## src/rtl/video_timing_pkg.sv

```systemverilog
// -----------------------------------------------------------------------------
// video_timing_pkg
//   Shared types and constants for the runtime-programmable video timing
//   generator.
//
//   Contents:
//     VT_W           - width of every counter and timing field
//     DEF_*_1080P    - default 1080p-style timing used as shadow reset values
//     timing_axis_t  - {period, sync, start, len} description of one axis.
//                      Period sits in the MSBs, which matches the layout of
//                      the cfg_h / cfg_v ports.
//     clamp_axis     - forces a loaded period up to a legal minimum
// -----------------------------------------------------------------------------
package video_timing_pkg;

    localparam int VT_W = 12;

    localparam int DEF_HPERIOD_1080P = 1100;
    localparam int DEF_HSYNC_1080P   = 22;
    localparam int DEF_HSTART_1080P  = 96;
    localparam int DEF_HWIDTH_1080P  = 960;
    localparam int DEF_VPERIOD_1080P = 1125;
    localparam int DEF_VSYNC_1080P   = 5;
    localparam int DEF_VSTART_1080P  = 30;
    localparam int DEF_VLINES_1080P  = 1080;

    typedef struct packed {
        logic [VT_W-1:0] period;
        logic [VT_W-1:0] sync;
        logic [VT_W-1:0] start;
        logic [VT_W-1:0] len;
    } timing_axis_t;

    // The counters need period-1 to be a reachable value, so a period
    // below the minimum is raised to it. The other fields pass unchanged.
    function automatic timing_axis_t clamp_axis(input timing_axis_t raw,
                                                input logic [VT_W-1:0] min_period);
        timing_axis_t t;
        t = raw;
        if (raw.period < min_period) begin
            t.period = min_period;
        end
        return t;
    endfunction

endpackage

```

## src/rtl/video_timing_axis.sv

```systemverilog
// -----------------------------------------------------------------------------
// video_timing_axis
//   One timing axis: a wrapping position counter plus sync and active-window
//   decode. The generator uses one instance for H (always advancing) and one
//   for V (advancing on the H wrap).
//
//   Ports:
//     clk, rstn   pixel clock, asynchronous active-low reset
//     en          low forces the counter to 0
//     adv         advance the counter this cycle
//     period      counter runs 0..period-1
//     sync        sync_act while cnt < sync
//     start, len  win_act while start <= cnt < start+len
//     cnt         current position
//     wrap        cnt is at period-1 (last position of the axis)
//     sync_act    sync region decode
//     win_act     active window decode
// -----------------------------------------------------------------------------
module video_timing_axis #(
    parameter int CNT_W = 12
) (
    input  logic             clk,
    input  logic             rstn,
    input  logic             en,
    input  logic             adv,
    input  logic [CNT_W-1:0] period,
    input  logic [CNT_W-1:0] sync,
    input  logic [CNT_W-1:0] start,
    input  logic [CNT_W-1:0] len,
    output logic [CNT_W-1:0] cnt,
    output logic             wrap,
    output logic             sync_act,
    output logic             win_act
);

    logic [CNT_W:0] win_end;

    assign wrap     = (cnt == period - CNT_W'(1));
    assign sync_act = (cnt < sync);

    // The window end is one bit wider so start+len never overflows. Since
    // cnt never reaches period, a window that extends past the period is
    // cut off there automatically.
    assign win_end  = {1'b0, start} + {1'b0, len};
    assign win_act  = (cnt >= start) && ({1'b0, cnt} < win_end);

    always_ff @(posedge clk or negedge rstn) begin
        if (!rstn) begin
            cnt <= '0;
        end else if (!en) begin
            cnt <= '0;
        end else if (adv) begin
            cnt <= wrap ? '0 : cnt + CNT_W'(1);
        end
    end

endmodule

```

## src/rtl/video_timing_gen.sv

```systemverilog
// -----------------------------------------------------------------------------
// video_timing_gen
//   Runtime-programmable video sync generator. It produces hsync, vsync and
//   de, a DMA line-prefetch pulse, the pixel/line position and a frame-start
//   strobe. Timing is written through cfg_* into shadow registers that only
//   take effect at a frame boundary (or immediately while en is low).
//
//   Ports:
//     clk, rstn        pixel clock, asynchronous active-low reset
//     en               run enable; low idles the generator at x=0, y=0
//     cfg_h, cfg_v     {period, sync, start, width/lines}, period in MSBs
//     cfg_hs_pol/vs_pol  sync active level (0 = active-low)
//     cfg_update       request a shadow load at the next frame boundary
//     cfg_ack          one-cycle pulse when the shadow load happens
//     hsync, vsync, de registered timing outputs
//     dma_req          one-cycle pulse requesting the next line fetch
//     frame_start      one-cycle pulse aligned with x_pos=0, y_pos=0
//     x_pos, y_pos     position aligned with de
//     frame_cnt        (only with VIDEO_TIMING_GEN_FRAME_CNT_EN) frame counter
//
//   Build option:
//     VIDEO_TIMING_GEN_FRAME_CNT_EN - adds the 16-bit frame_cnt output.
// -----------------------------------------------------------------------------
module video_timing_gen
    import video_timing_pkg::*;
#(
    parameter int CNT_W          = VT_W,
    parameter int DMA_LEAD_LINES = 1,
    parameter int DEF_HPERIOD    = DEF_HPERIOD_1080P,
    parameter int DEF_HSYNC      = DEF_HSYNC_1080P,
    parameter int DEF_HSTART     = DEF_HSTART_1080P,
    parameter int DEF_HWIDTH     = DEF_HWIDTH_1080P,
    parameter int DEF_VPERIOD    = DEF_VPERIOD_1080P,
    parameter int DEF_VSYNC      = DEF_VSYNC_1080P,
    parameter int DEF_VSTART     = DEF_VSTART_1080P,
    parameter int DEF_VLINES     = DEF_VLINES_1080P
) (
    input  logic               clk,
    input  logic               rstn,
    input  logic               en,
    input  logic [4*CNT_W-1:0] cfg_h,
    input  logic [4*CNT_W-1:0] cfg_v,
    input  logic               cfg_hs_pol,
    input  logic               cfg_vs_pol,
    input  logic               cfg_update,
    output logic               cfg_ack,
    output logic               hsync,
    output logic               vsync,
    output logic               de,
    output logic               dma_req,
    output logic               frame_start,
    output logic [CNT_W-1:0]   x_pos,
`ifdef VIDEO_TIMING_GEN_FRAME_CNT_EN
    output logic [CNT_W-1:0]   y_pos,
    output logic [15:0]        frame_cnt
`else
    output logic [CNT_W-1:0]   y_pos
`endif
);

    localparam logic [CNT_W:0] LEAD_EXT = (CNT_W+1)'(DMA_LEAD_LINES);

    timing_axis_t     h_cfg_q;
    timing_axis_t     v_cfg_q;
    logic             hs_pol_q;
    logic             vs_pol_q;
    logic             cfg_pending;

    logic [CNT_W-1:0] x;
    logic [CNT_W-1:0] y;
    logic             h_wrap;
    logic             v_wrap;
    logic             hs_act;
    logic             vs_act;
    logic             h_win;
    logic             v_win;

    logic             lpf;
    logic             load;

    logic [CNT_W:0]   h_end;
    logic [CNT_W-1:0] dma_x;
    logic [CNT_W:0]   lead_y;
    logic             lead_win;
    logic             dma_hit;

    video_timing_axis #(.CNT_W(CNT_W)) u_h_axis (
        .clk      (clk),
        .rstn     (rstn),
        .en       (en),
        .adv      (1'b1),
        .period   (h_cfg_q.period),
        .sync     (h_cfg_q.sync),
        .start    (h_cfg_q.start),
        .len      (h_cfg_q.len),
        .cnt      (x),
        .wrap     (h_wrap),
        .sync_act (hs_act),
        .win_act  (h_win)
    );

    video_timing_axis #(.CNT_W(CNT_W)) u_v_axis (
        .clk      (clk),
        .rstn     (rstn),
        .en       (en),
        .adv      (h_wrap),
        .period   (v_cfg_q.period),
        .sync     (v_cfg_q.sync),
        .start    (v_cfg_q.start),
        .len      (v_cfg_q.len),
        .cnt      (y),
        .wrap     (v_wrap),
        .sync_act (vs_act),
        .win_act  (v_win)
    );

    // A request seen in the last-pixel cycle itself still counts, so
    // cfg_update is folded in alongside the pending flag. While idle the
    // counters are parked at 0, so loading immediately is always safe.
    assign lpf  = en && h_wrap && v_wrap;
    assign load = (cfg_pending || cfg_update) && (lpf || !en);

    always_ff @(posedge clk or negedge rstn) begin
        if (!rstn) begin
            h_cfg_q     <= '{period: CNT_W'(DEF_HPERIOD), sync: CNT_W'(DEF_HSYNC),
                             start: CNT_W'(DEF_HSTART), len: CNT_W'(DEF_HWIDTH)};
            v_cfg_q     <= '{period: CNT_W'(DEF_VPERIOD), sync: CNT_W'(DEF_VSYNC),
                             start: CNT_W'(DEF_VSTART), len: CNT_W'(DEF_VLINES)};
            hs_pol_q    <= 1'b0;
            vs_pol_q    <= 1'b0;
            cfg_pending <= 1'b0;
            cfg_ack     <= 1'b0;
        end else begin
            cfg_ack <= load;
            if (load) begin
                h_cfg_q     <= clamp_axis(cfg_h, VT_W'(2));
                v_cfg_q     <= clamp_axis(cfg_v, VT_W'(1));
                hs_pol_q    <= cfg_hs_pol;
                vs_pol_q    <= cfg_vs_pol;
                cfg_pending <= 1'b0;
            end else if (cfg_update) begin
                cfg_pending <= 1'b1;
            end
        end
    end

    // The fetch point is the first pixel after the active window, pulled
    // back to the last pixel of the line when the window runs past it.
    assign h_end = {1'b0, h_cfg_q.start} + {1'b0, h_cfg_q.len};

    always_comb begin
        dma_x = h_end[CNT_W-1:0];
        if (h_end >= {1'b0, h_cfg_q.period}) begin
            dma_x = h_cfg_q.period - CNT_W'(1);
        end
    end

    // Line being prefetched, modulo the frame height. The lead is at most 3
    // and y < period, so a few conditional subtractions replace a divider
    // even for a one-line frame.
    always_comb begin
        lead_y = {1'b0, y} + LEAD_EXT;
        for (int i = 0; i < 4; i++) begin
            if (lead_y >= {1'b0, v_cfg_q.period}) begin
                lead_y = lead_y - {1'b0, v_cfg_q.period};
            end
        end
    end

    assign lead_win = (lead_y >= {1'b0, v_cfg_q.start}) &&
                      (lead_y < ({1'b0, v_cfg_q.start} + {1'b0, v_cfg_q.len}));
    assign dma_hit  = (x == dma_x) && lead_win;

    always_ff @(posedge clk or negedge rstn) begin
        if (!rstn) begin
            hsync       <= 1'b1;
            vsync       <= 1'b1;
            de          <= 1'b0;
            dma_req     <= 1'b0;
            frame_start <= 1'b0;
            x_pos       <= '0;
            y_pos       <= '0;
        end else if (!en) begin
            hsync       <= ~hs_pol_q;
            vsync       <= ~vs_pol_q;
            de          <= 1'b0;
            dma_req     <= 1'b0;
            frame_start <= 1'b0;
            x_pos       <= '0;
            y_pos       <= '0;
        end else begin
            hsync       <= ~(hs_act ^ hs_pol_q);
            vsync       <= ~(vs_act ^ vs_pol_q);
            de          <= h_win && v_win;
            dma_req     <= dma_hit;
            frame_start <= (x == '0) && (y == '0);
            x_pos       <= x;
            y_pos       <= y;
        end
    end

`ifdef VIDEO_TIMING_GEN_FRAME_CNT_EN
    always_ff @(posedge clk or negedge rstn) begin
        if (!rstn) begin
            frame_cnt <= 16'd0;
        end else if (!en) begin
            frame_cnt <= 16'd0;
        end else if (frame_start) begin
            frame_cnt <= frame_cnt + 16'd1;
        end
    end
`endif

endmodule

```

## config.mk

```make
export PLATFORM = sky130hd
export DESIGN_NAME = video_timing_gen
export DESIGN_NICKNAME = d
export VERILOG_FILES = /design/src/rtl/video_timing_pkg.sv /design/src/rtl/video_timing_axis.sv /design/src/rtl/video_timing_gen.sv
export SDC_FILE = /design/constraint.sdc
export NUM_CORES = 1
export LEC_CHECK = 0
export ABC_AREA = 1
export BUFFER_PORTS_ARGS = -buffer_cell sky130_fd_sc_hd__buf_2
export CAP_MARGIN = 5
export CORE_MARGIN = 2
export CORE_UTILIZATION = 65
export CTS_BUF_LIST = sky130_fd_sc_hd__clkbuf_4 sky130_fd_sc_hd__clkbuf_8 sky130_fd_sc_hd__clkbuf_16
export CTS_CLUSTER_SIZE = 28
export DETAILED_ROUTE_END_ITERATION = 8
export GPL_TIMING_DRIVEN = 0
export PLACE_DENSITY = 0.82
export SLEW_MARGIN = 15
export SYNTH_ARGS = -nofsm -noshare
export SYNTH_HDL_FRONTEND = slang
export SYNTH_SLANG_ARGS = --single-unit
```

## constraint.sdc

```tcl
create_clock -name clk -period 16.8 [get_ports clk]
set_input_delay 3.36 -clock clk [delete_from_list [all_inputs] [get_ports clk]]
set_output_delay 3.36 -clock clk [all_outputs]
set_load 0.02 [all_outputs]
```

==> results of run 1 <==
==> layer usage <==
metal,vias up,share of wire
met3,100,0.10
met4,0,0.028
met2,658,0.44
li1,6496,-
met5,-,0
met1,6190,0.43
==> layout by cell type, fill, tap and decap left out, drive strengths merged, types with 32 or more instances in the layout <==
cell type and instances:
nand2 619, inv 258, ha 182, buf 161
dfrtp 123, a21oi 110, nor2 108, o21ai 89
nand3 81, xor2 78, nand4 42, clkbuf 32
==> synthesized netlist by cell type (all sizes together) (2+ instances only) <==
library cell	count	area (um^2)
xnor2	27	236
nor4	10	62.6
o21a	3	22.5
or2	3	18.8
dfrtp	123	3080
o221ai	3	26.3
a21o	12	90.1
xor2	78	683
o2111ai	2	17.5
nor3	26	140
and2	3	18.8
a21boi	4	30.0
inv	249	935
a31oi	8	50.1
o21bai	9	67.6
clkbuf	15	57.6
fa	6	120
nor2	108	413
dfstp	30	788
nand2	619	2340
a21oi	110	551
a211oi	9	67.6
nor3b	2	15.0
nand4	42	263
nand3	81	423
o211ai	5	51.3
o221a	2	22.5
ha	182	2280
o21ai	89	449
buf	30	198
nand3b	6	45.0
==> sequential cells by signal (all words and copies together) (netlist names) <==
signal,cells
vs_pol_q,1
u_v_axis.cnt,12
hsync,1
y_pos,12
hs_pol_q,1
x_pos,12
frame_start,1
de,1
dma_req,1
cfg_pending,1
cfg_ack,1
v_cfg_q,48
h_cfg_q,48
u_h_axis.cnt,12
vsync,1
==> worst max-delay path: cells and delay by family, from the launching register on <==
kind                       cells  cell delay, ns
buffers and inverters         11            2.19
xor gates and xnor gates       1            0.19
adders and majority gates      5            1.79
and+or+nand+nor               33            3.63
DFF                            1            0.52
AOI/OAI and AO/OA             19            2.90
==> final cells by class <==
| type | count | area [um^2] |
|---|---|---|
| Multi-Input combinational cell | 1454 | 8540 |
| Fill cell | 1657 | 5180 |
| Sequential cell | 153 | 3870 |
| Inverter | 249 | 935 |
| Timing Repair Buffer | 131 | 688 |
| Clock buffer | 17 | 425 |
| Tap cell | 270 | 338 |
| Buffer | 45 | 255 |
| Clock inverter | 15 | 133 |
==> worst max path at each step <==
stage,to,from,depth (start not counted),slack (ns)
2_1_floorplan,dma_req$_DFF_PN0_,u_v_axis.cnt[2]$_DFFE_PN0P_,67,8.05
3_3_place_gp,dma_req$_DFF_PN0_,u_v_axis.cnt[2]$_DFFE_PN0P_,69,5.92
3_5_place_dp,dma_req$_DFF_PN0_,u_v_axis.cnt[2]$_DFFE_PN0P_,67,5.75
4_1_cts,dma_req$_DFF_PN0_,u_v_axis.cnt[2]$_DFFE_PN0P_,67,5.68
5_1_grt,dma_req$_DFF_PN0_,u_v_axis.cnt[2]$_DFFE_PN0P_,69,4.43
6_report,dma_req$_DFF_PN0_,u_v_axis.cnt[2]$_DFFE_PN0P_,69,5.45
==> power breakdown <==
group          switching [mW]  internal, mW  leakage, nW  total (mW)
Clock                   0.177         0.195        0.280       0.372
Sequential             0.0443         0.420         1.91       0.464
Combinational           0.718         0.412         6.40        1.13
==> cells by family (layout without fill, tap and decap cells) <==
family / Yosys count / count (layout)
buf+inv: 294 / 457
fa+ha+maj: 188 / 188
simple gates: 902 / 902
compound gates: 259 / 259
flops: 153 / 153
xor+xnor: 105 / 105
==> per-stage QoR <==
stage	cells	setup WS (ns)	power [mW]
after floorplan	1901	8.05	1.27
after global placement	2301	5.92	1.51
after detailed placement	2302	5.75	1.55
after CTS	2334	5.68	1.94
after global routing	2334	4.43	2.13
final	2334	5.45	1.97
==> impl_metrics.ini, run 1 <==
[min_path]
holdPathEnd = hsync$_DFF_PN1_
hold_path.class = register to register
hold_path.startpoint = hs_pol_q$_DFFE_PN0P_
min_path_cells = 1

[timing]
hold_viol = 0
worst_slew_pin_slew_ns = 0.607
finClkSkew_ns = 0.0202
rsz0062_at_grt = no
finalCriticalPeriod_ns = 11.35
fmax_ghz = 0.0881
setup_tns_ns = 0
slew-limit-headroom = 0.595
finalSetupViolations = 0
maxSlewViolCount = 0
period_share = 0.676
hold_ws_ns = 0.447

[die]
boundaryPins = 132
die_area_um2 = 22100
die_h_um = 149
initial_core_util = 0.668
die_x_um = 149
rows = 52
coreArea_um2 = 20400

[power]
power_density_nw_per_um2 = 129
peakVddDrop_mv = 0.0839
power.leakage_nw = 8.60

[placed_design]
hpwl_mm = 30.4
gp_congestion = 0.959
placed_area_um2 = 14600
port_buffers = 130

[final_layout]
antenna_cells = 0
final_area_um2 = 15200
layout.nets = 2341
drive_above_1_share = 0.120
final_util = 0.746
syn_to_final_growth_pct = 11.6

[detailed_routing]
vias_per_cell = 5.76
drt_iter0_drc = 1066
vias = 13400
drt-total-wl_mm = 39.1
drcViolationCount = 0
ant_nets = 0
dr.pass1.iters = 6
wire_per_inst_um = 16.7

[synthesis]
ys_ff_latch = 153
synth-edff-count = 0
ys_types = 50
synth-simple-area-share = 0.276
synthFlopType = dfrtp_1
synth.area.mux_share = 0
synthAdderAreaFrac = 0.176
syn_inst = 1901
synth_fp_nets = 2191
synth_compound_area_frac = 0.108
synth_top_family_by_area = simple AND/OR/NAND/NOR gates
yosysWarningCount = 0
syn-cell-area_um2 = 13600
synth_xor_area_frac = 0.0676
avgSynthCellArea_um2 = 7.15
async_flop_share = 1.00
seq_area_frac_synth = 0.284

[grt]
use_met3 = 0.0721
grt_use_met1 = 0.516
busiest_layer = met2
grt_pass1_vias = 12700
grt_max_degree = 79
grt.total_usage = 0.362
met2_usage = 0.560
antenna_found_initial = 0
overflow = 0
grt_pass1_wl_mm = 62.7

[clocking]
cts_buffers = 17
clk_latency_ns = 0.44
cts_tree = yes
cts_setup_buffers = 0
clock_sinks = 153
clkTransAtPathRegs_ns = 0.07
cts_root_buf = clkbuf_16
postCtsHoldBufs = 0
cts_resized = 0
cts_buffer_depth = 2
htreeDepth = 4

[setup_path]
worstPathArrival_ns = 11.68
path_class = register to register
end_kind = register
ff2ff_path_depth = 69
r2r-end = dma_req$_DFF_PN0_
crit_path_start_kind = register
cpMostUsedCell = nand2_1
max_stage_delay_ns = 0.52
r2r_start = u_v_axis.cnt[2]$_DFFE_PN0P_
slowest_stage = dfrtp_1
cp.required_ns = 17.13
critical_path_peak_fanout = 10
r2r_slack_ns = 5.45

[run_status]
status = completed

[job]
cap_viol_max_count = 0
Note: power is estimated with default switching activity, not from simulation.
==> inputs of run 2 (changes only) <==
- CORE_UTILIZATION: 65 -> 61
- PLACE_DENSITY: 0.82 -> 0.78
- clock period: 16.8 -> 10.9 ns (I/O delays scaled with it)
==> impl_metrics.ini, run 2 (synthesized netlist as in run 1, its figures left out) <==
[timing]
maxSlewViolCount = 0
fmax_ghz = 0.0987
period_share = 0.930
finalSetupViolations = 0
setup_tns_ns = 0
finalCriticalPeriod_ns = 10.13
finClkSkew_ns = 0.0167
hold_viol = 0
worst_slew_pin_slew_ns = 0.638
slew-limit-headroom = 0.570

[detailed_routing]
wire_per_inst_um = 17.2
drcViolationCount = 0
ant_nets = 0
vias_per_cell = 5.62
vias = 13300
dr.pass1.iters = 5
drt-total-wl_mm = 40.8
drt_iter0_drc = 858

[placed_design]
dp.cells = 2312
placed_area_um2 = 14600
port_buffers = 130
gp_congestion = 0.993
hpwl_mm = 32.3

[clocking]
cts_root_buf = clkbuf_16
htreeDepth = 4
cts_buffer_depth = 2
cts_tree = yes
clk_latency_ns = 0.44
clkTransAtPathRegs_ns = 0.07
clock_sinks = 153
postCtsHoldBufs = 0
cts_buffers = 17

[run_status]
status = completed

[final_layout]
layout.nets = 2364
largestRegisters = h_cfg_q (48), v_cfg_q (48)
antenna_cells = 0
multi_input_area_um2 = 8620
syn_to_final_growth_pct = 14.1
final_util = 0.711
final_common_cell = nand2_1
final_area_um2 = 15500
fillers = 1887
stdcell_count = 2367
final_cell_mix = nand2_1, inv_1, ha_1
drive_above_1_share = 0.141
seqCellArea_um2 = 3870

[power]
power_frac_seq = 0.232
peakVddDrop_mv = 0.110
power_density_nw_per_um2 = 199
switching_share = 0.473
power.leakage_nw = 8.73
power.share.combinational = 0.572
switchingPower_mw = 1.46
intPower_mw = 1.63
p_clk_frac = 0.196
total_power_mw = 3.08

[die]
coreArea_um2 = 21800
initial_core_util = 0.623
rows = 54
die_x_um = 153
die_h_um = 153
die_area_um2 = 23500
boundaryPins = 132

[grt]
overflow = 0
grt_max_degree = 89
grt_pass1_wl_mm = 64.6
grt.total_usage = 0.347
antenna_found_initial = 0
grt_pass1_vias = 12700

[setup_path]
max_stage_delay_ns = 0.42
worstPathArrival_ns = 10.48
path_class = register to register
critical_path_peak_fanout = 10
end_kind = register
cp.required_ns = 11.24
slowest_stage = dfrtp_2
cpMostUsedCell = nand2_1
crit_path_start_kind = register

[job]
cap_viol_max_count = 0

[min_path]
hold_path.class = register to register
==> run 2: power groups by stage <==
stage	Sequential, mW	Clock [mW]	Combinational [mW]
floorplan	0.702	0	1.26
global placement	0.721	0	1.62
detailed placement	0.723	0	1.67
CTS	0.713	0.609	1.69
global route	0.722	0.630	2.01
finish	0.715	0.605	1.76
==> run 2: repair_timing <==
item                       4_1_cts  5_1_grt
setup endpoints to repair        1        1
gates resized for setup          5       39
buffers inserted                 1       24
pin swaps                        1       15
cloned                           0        0
==> run 2: final timing paths <==
kind	start	cells past startpoint	to	slack, ns
max	u_v_axis.cnt[0]$_DFFE_PN0P_	64	dma_req$_DFF_PN0_	0.77
min	vs_pol_q$_DFFE_PN0P_	1	vsync$_DFF_PN1_	0.45
min in group asynchronous	rstn	1	h_cfg_q[22]$_DFFE_PN0P_	1.68
max reg2reg	u_v_axis.cnt[0]$_DFFE_PN0P_	64	dma_req$_DFF_PN0_	0.77
max in group asynchronous	rstn	2	v_cfg_q[42]$_DFFE_PN1P_	8.41
min reg2reg	vs_pol_q$_DFFE_PN0P_	1	vsync$_DFF_PN1_	0.45
==> run 2: critical path: cells and delay by family, from the launching register on <==
family	cells	cell delay, ns
buffers and inverters	11	1.59
adder cells (fa/ha/maj)	5	1.78
AO/OA/AOI/OAI	12	2.04
XOR/XNOR	1	0.23
flip-flops	1	0.42
AND/OR/NAND/NOR	35	3.97
==> run 2: metal layers <==
metal / share of wire / vias up / GRT usage / routed length (um)
met3: 0.058 / 91 / 0.0388 / 2370
li1: - / 6539 / - / -
met4: 0.036 / 0 / 0.131 / 1470
met1: 0.42 / 6216 / 0.452 / 17300
met2: 0.48 / 459 / 0.595 / 19600
met5: 0 / - / 0 / 0
==> run 2: through the flow <==
stage	hold slack, ns	setup WS [ns]
after floorplan	0.407	2.15
after global placement	0.422	-0.254
after detailed placement	0.420	-0.418
after CTS	0.447	0.0208
after global routing	0.475	-0.0535
final	0.449	0.767
==> run 2: layout make-up <==
| type | count | area share |
|---|---|---|
| multi-input cells | 1454 | 0.555 |
| flip-flops and latches | 153 | 0.250 |
| inverters | 249 | 0.0604 |
| repair buffers | 156 | 0.0565 |
| clock buffers | 17 | 0.0274 |
| well taps | 280 | 0.0226 |
| plain buffers | 43 | 0.0169 |
| clock inverters | 15 | 0.0110 |
==> inputs of run 3 (changes only) <==
- REMOVE_ABC_BUFFERS: default -> 1
- SLEW_MARGIN: 15 -> default
==> impl_metrics.ini, run 3 (synthesized netlist as in run 1, its figures left out) <==
[run_status]
status = completed

[setup_path]
slowest_stage = dfrtp_1
end_kind = register
cp.required_ns = 11.24
max_stage_delay_ns = 0.65
critical_path_peak_fanout = 17
r2r_slack_ns = 0.62
cpMostUsedCell = nand2_1
crit_path_start_kind = register
worstPathArrival_ns = 10.62
path_class = register to register

[grt]
antenna_found_initial = 1
grt_use_met1 = 0.432
grt.total_usage = 0.319
use_met3 = 0.0414
grt_pass1_vias = 12400
grt_pass1_wl_mm = 60.8
busiest_layer = met2
met2_usage = 0.527
grt_max_degree = 96
overflow = 0

[die]
coreArea_um2 = 21800
die_h_um = 153
initial_core_util = 0.623
die_x_um = 153
rows = 54
boundaryPins = 132
die_area_um2 = 23500

[final_layout]
final_common_cell = nand2_1
drive_above_1_share = 0.119
layout.nets = 2311
final_cell_mix = nand2_1, inv_1, ha_1
syn_to_final_growth_pct = 11.9
fillers = 1933
stdcell_count = 2315
largestRegisters = h_cfg_q (48), v_cfg_q (48)

[clocking]
cts_root_buf = clkbuf_16
htreeDepth = 4
clkTransAtPathRegs_ns = 0.07
cts_buffer_depth = 2
cts_tree = yes
cts_buffers = 17
postCtsHoldBufs = 0
clock_sinks = 153
clk_latency_ns = 0.44

[timing]
period_share = 0.943
fmax_ghz = 0.0972
finClkSkew_ns = 0.0158
maxSlewViolCount = 0
slew-limit-headroom = 0.496
finalSetupViolations = 0
worst_slew_pin_slew_ns = 0.749
hold_ws_ns = 0.431
hold_viol = 0
finalCriticalPeriod_ns = 10.28

[detailed_routing]
vias = 12900
vias_per_cell = 5.58
drt_iter0_drc = 1004
drcViolationCount = 0
dr.pass1.iters = 8
drt-total-wl_mm = 37.4
wire_per_inst_um = 16.1
ant_nets = 0

[job]
cap_viol_max_count = 0

[min_path]
hold_path.class = register to register

[power]
peakVddDrop_mv = 0.119
power_density_nw_per_um2 = 199
power.leakage_nw = 8.56

[placed_design]
gp_congestion = 0.939
dp.cells = 2272
port_buffers = 131
hpwl_mm = 28.8
==> run 3: cell types whose count changed in the layout (fill, tap and decap cells not counted), sizes merged <==
cell,change
clkinv,-3
clkinvlp,+1
a21oi,+1
nor2,+2
inv,-1
diode,+1
buf,-40
clkbuf,-15
bufinv,+2
==> run 3: per-layer routing <==
layer,vias to the layer above,wire length (um)
met2,407,17200
met3,87,1930
met5,-,0
li1,6430,-
met1,5987,17000
met4,0,1240
==> run 3: worst paths after layout <==
kind | startpoint | end | depth (start not counted)
max | u_v_axis.cnt[5]$_DFFE_PN0P_ | dma_req$_DFF_PN0_ | 53
min | vs_pol_q$_DFFE_PN0P_ | vsync$_DFF_PN1_ | 1
max reg2reg | u_v_axis.cnt[5]$_DFFE_PN0P_ | dma_req$_DFF_PN0_ | 53
min reg2reg | vs_pol_q$_DFFE_PN0P_ | vsync$_DFF_PN1_ | 1
max in group asynchronous | rstn | v_cfg_q[26]$_DFFE_PN1P_ | 2
min in group asynchronous | rstn | h_cfg_q[3]$_DFFE_PN0P_ | 1
==> run 3: area by class of cell <==
| type | instances | area [um^2] | share of cell area |
|---|---|---|---|
| tap | 280 | 350 | 0.0230 |
| antenna | 1 | 2.50 | 0.000164 |
| clock inverter | 14 | 180 | 0.0118 |
| inverter | 249 | 941 | 0.0618 |
| multi-input combinational | 1457 | 8610 | 0.566 |
| clock buffer | 18 | 433 | 0.0284 |
| sequential | 153 | 3870 | 0.254 |
| timing repair buffer | 143 | 830 | 0.0545 |
==> run 3: per-stage QoR <==
step / cell area, um^2 / TNS, ns / setup WS [ns] / power [mW] / utilization
final: 15200 / 0 / 0.616 / 3.03 / 0.697
after global routing: 15200 / -0.0777 / -0.0777 / 3.31 / 0.697
after CTS: 15100 / 0 / 0.124 / 2.98 / 0.692
after detailed placement: 14500 / -1.14 / -1.14 / 2.33 / 0.663
after global placement: 14300 / -0.944 / -0.944 / 2.27 / 0.657
after floorplan: 13300 / 0 / 1.61 / 1.93 / -
==> run 3: repair_timing <==
item / 4_1_cts / 5_1_grt
setup buffers: 0 / 7
pin swaps: 0 / 1
hold endpoints to repair: 0 / 0
cloned: 0 / 3
gates resized for setup: 4 / 23
setup endpoints to repair: 1 / 1
==> run 3: where the power goes <==
| group | total, mW | switching (mW) | internal [mW] |
|---|---|---|---|
| clock network | 0.637 | 0.286 | 0.352 |
| registers | 0.709 | 0.0619 | 0.647 |
| logic | 1.69 | 1.06 | 0.629 |
==> run 3: critical path, delay by kind of cell (launching register included) <==
kind,cells,cell delay [ns]
compound gates,14,2.69
flops,1,0.65
buf+inv,5,0.72
xor+xnor,1,0.23
simple gates,28,3.97
fa+ha+maj,5,1.87
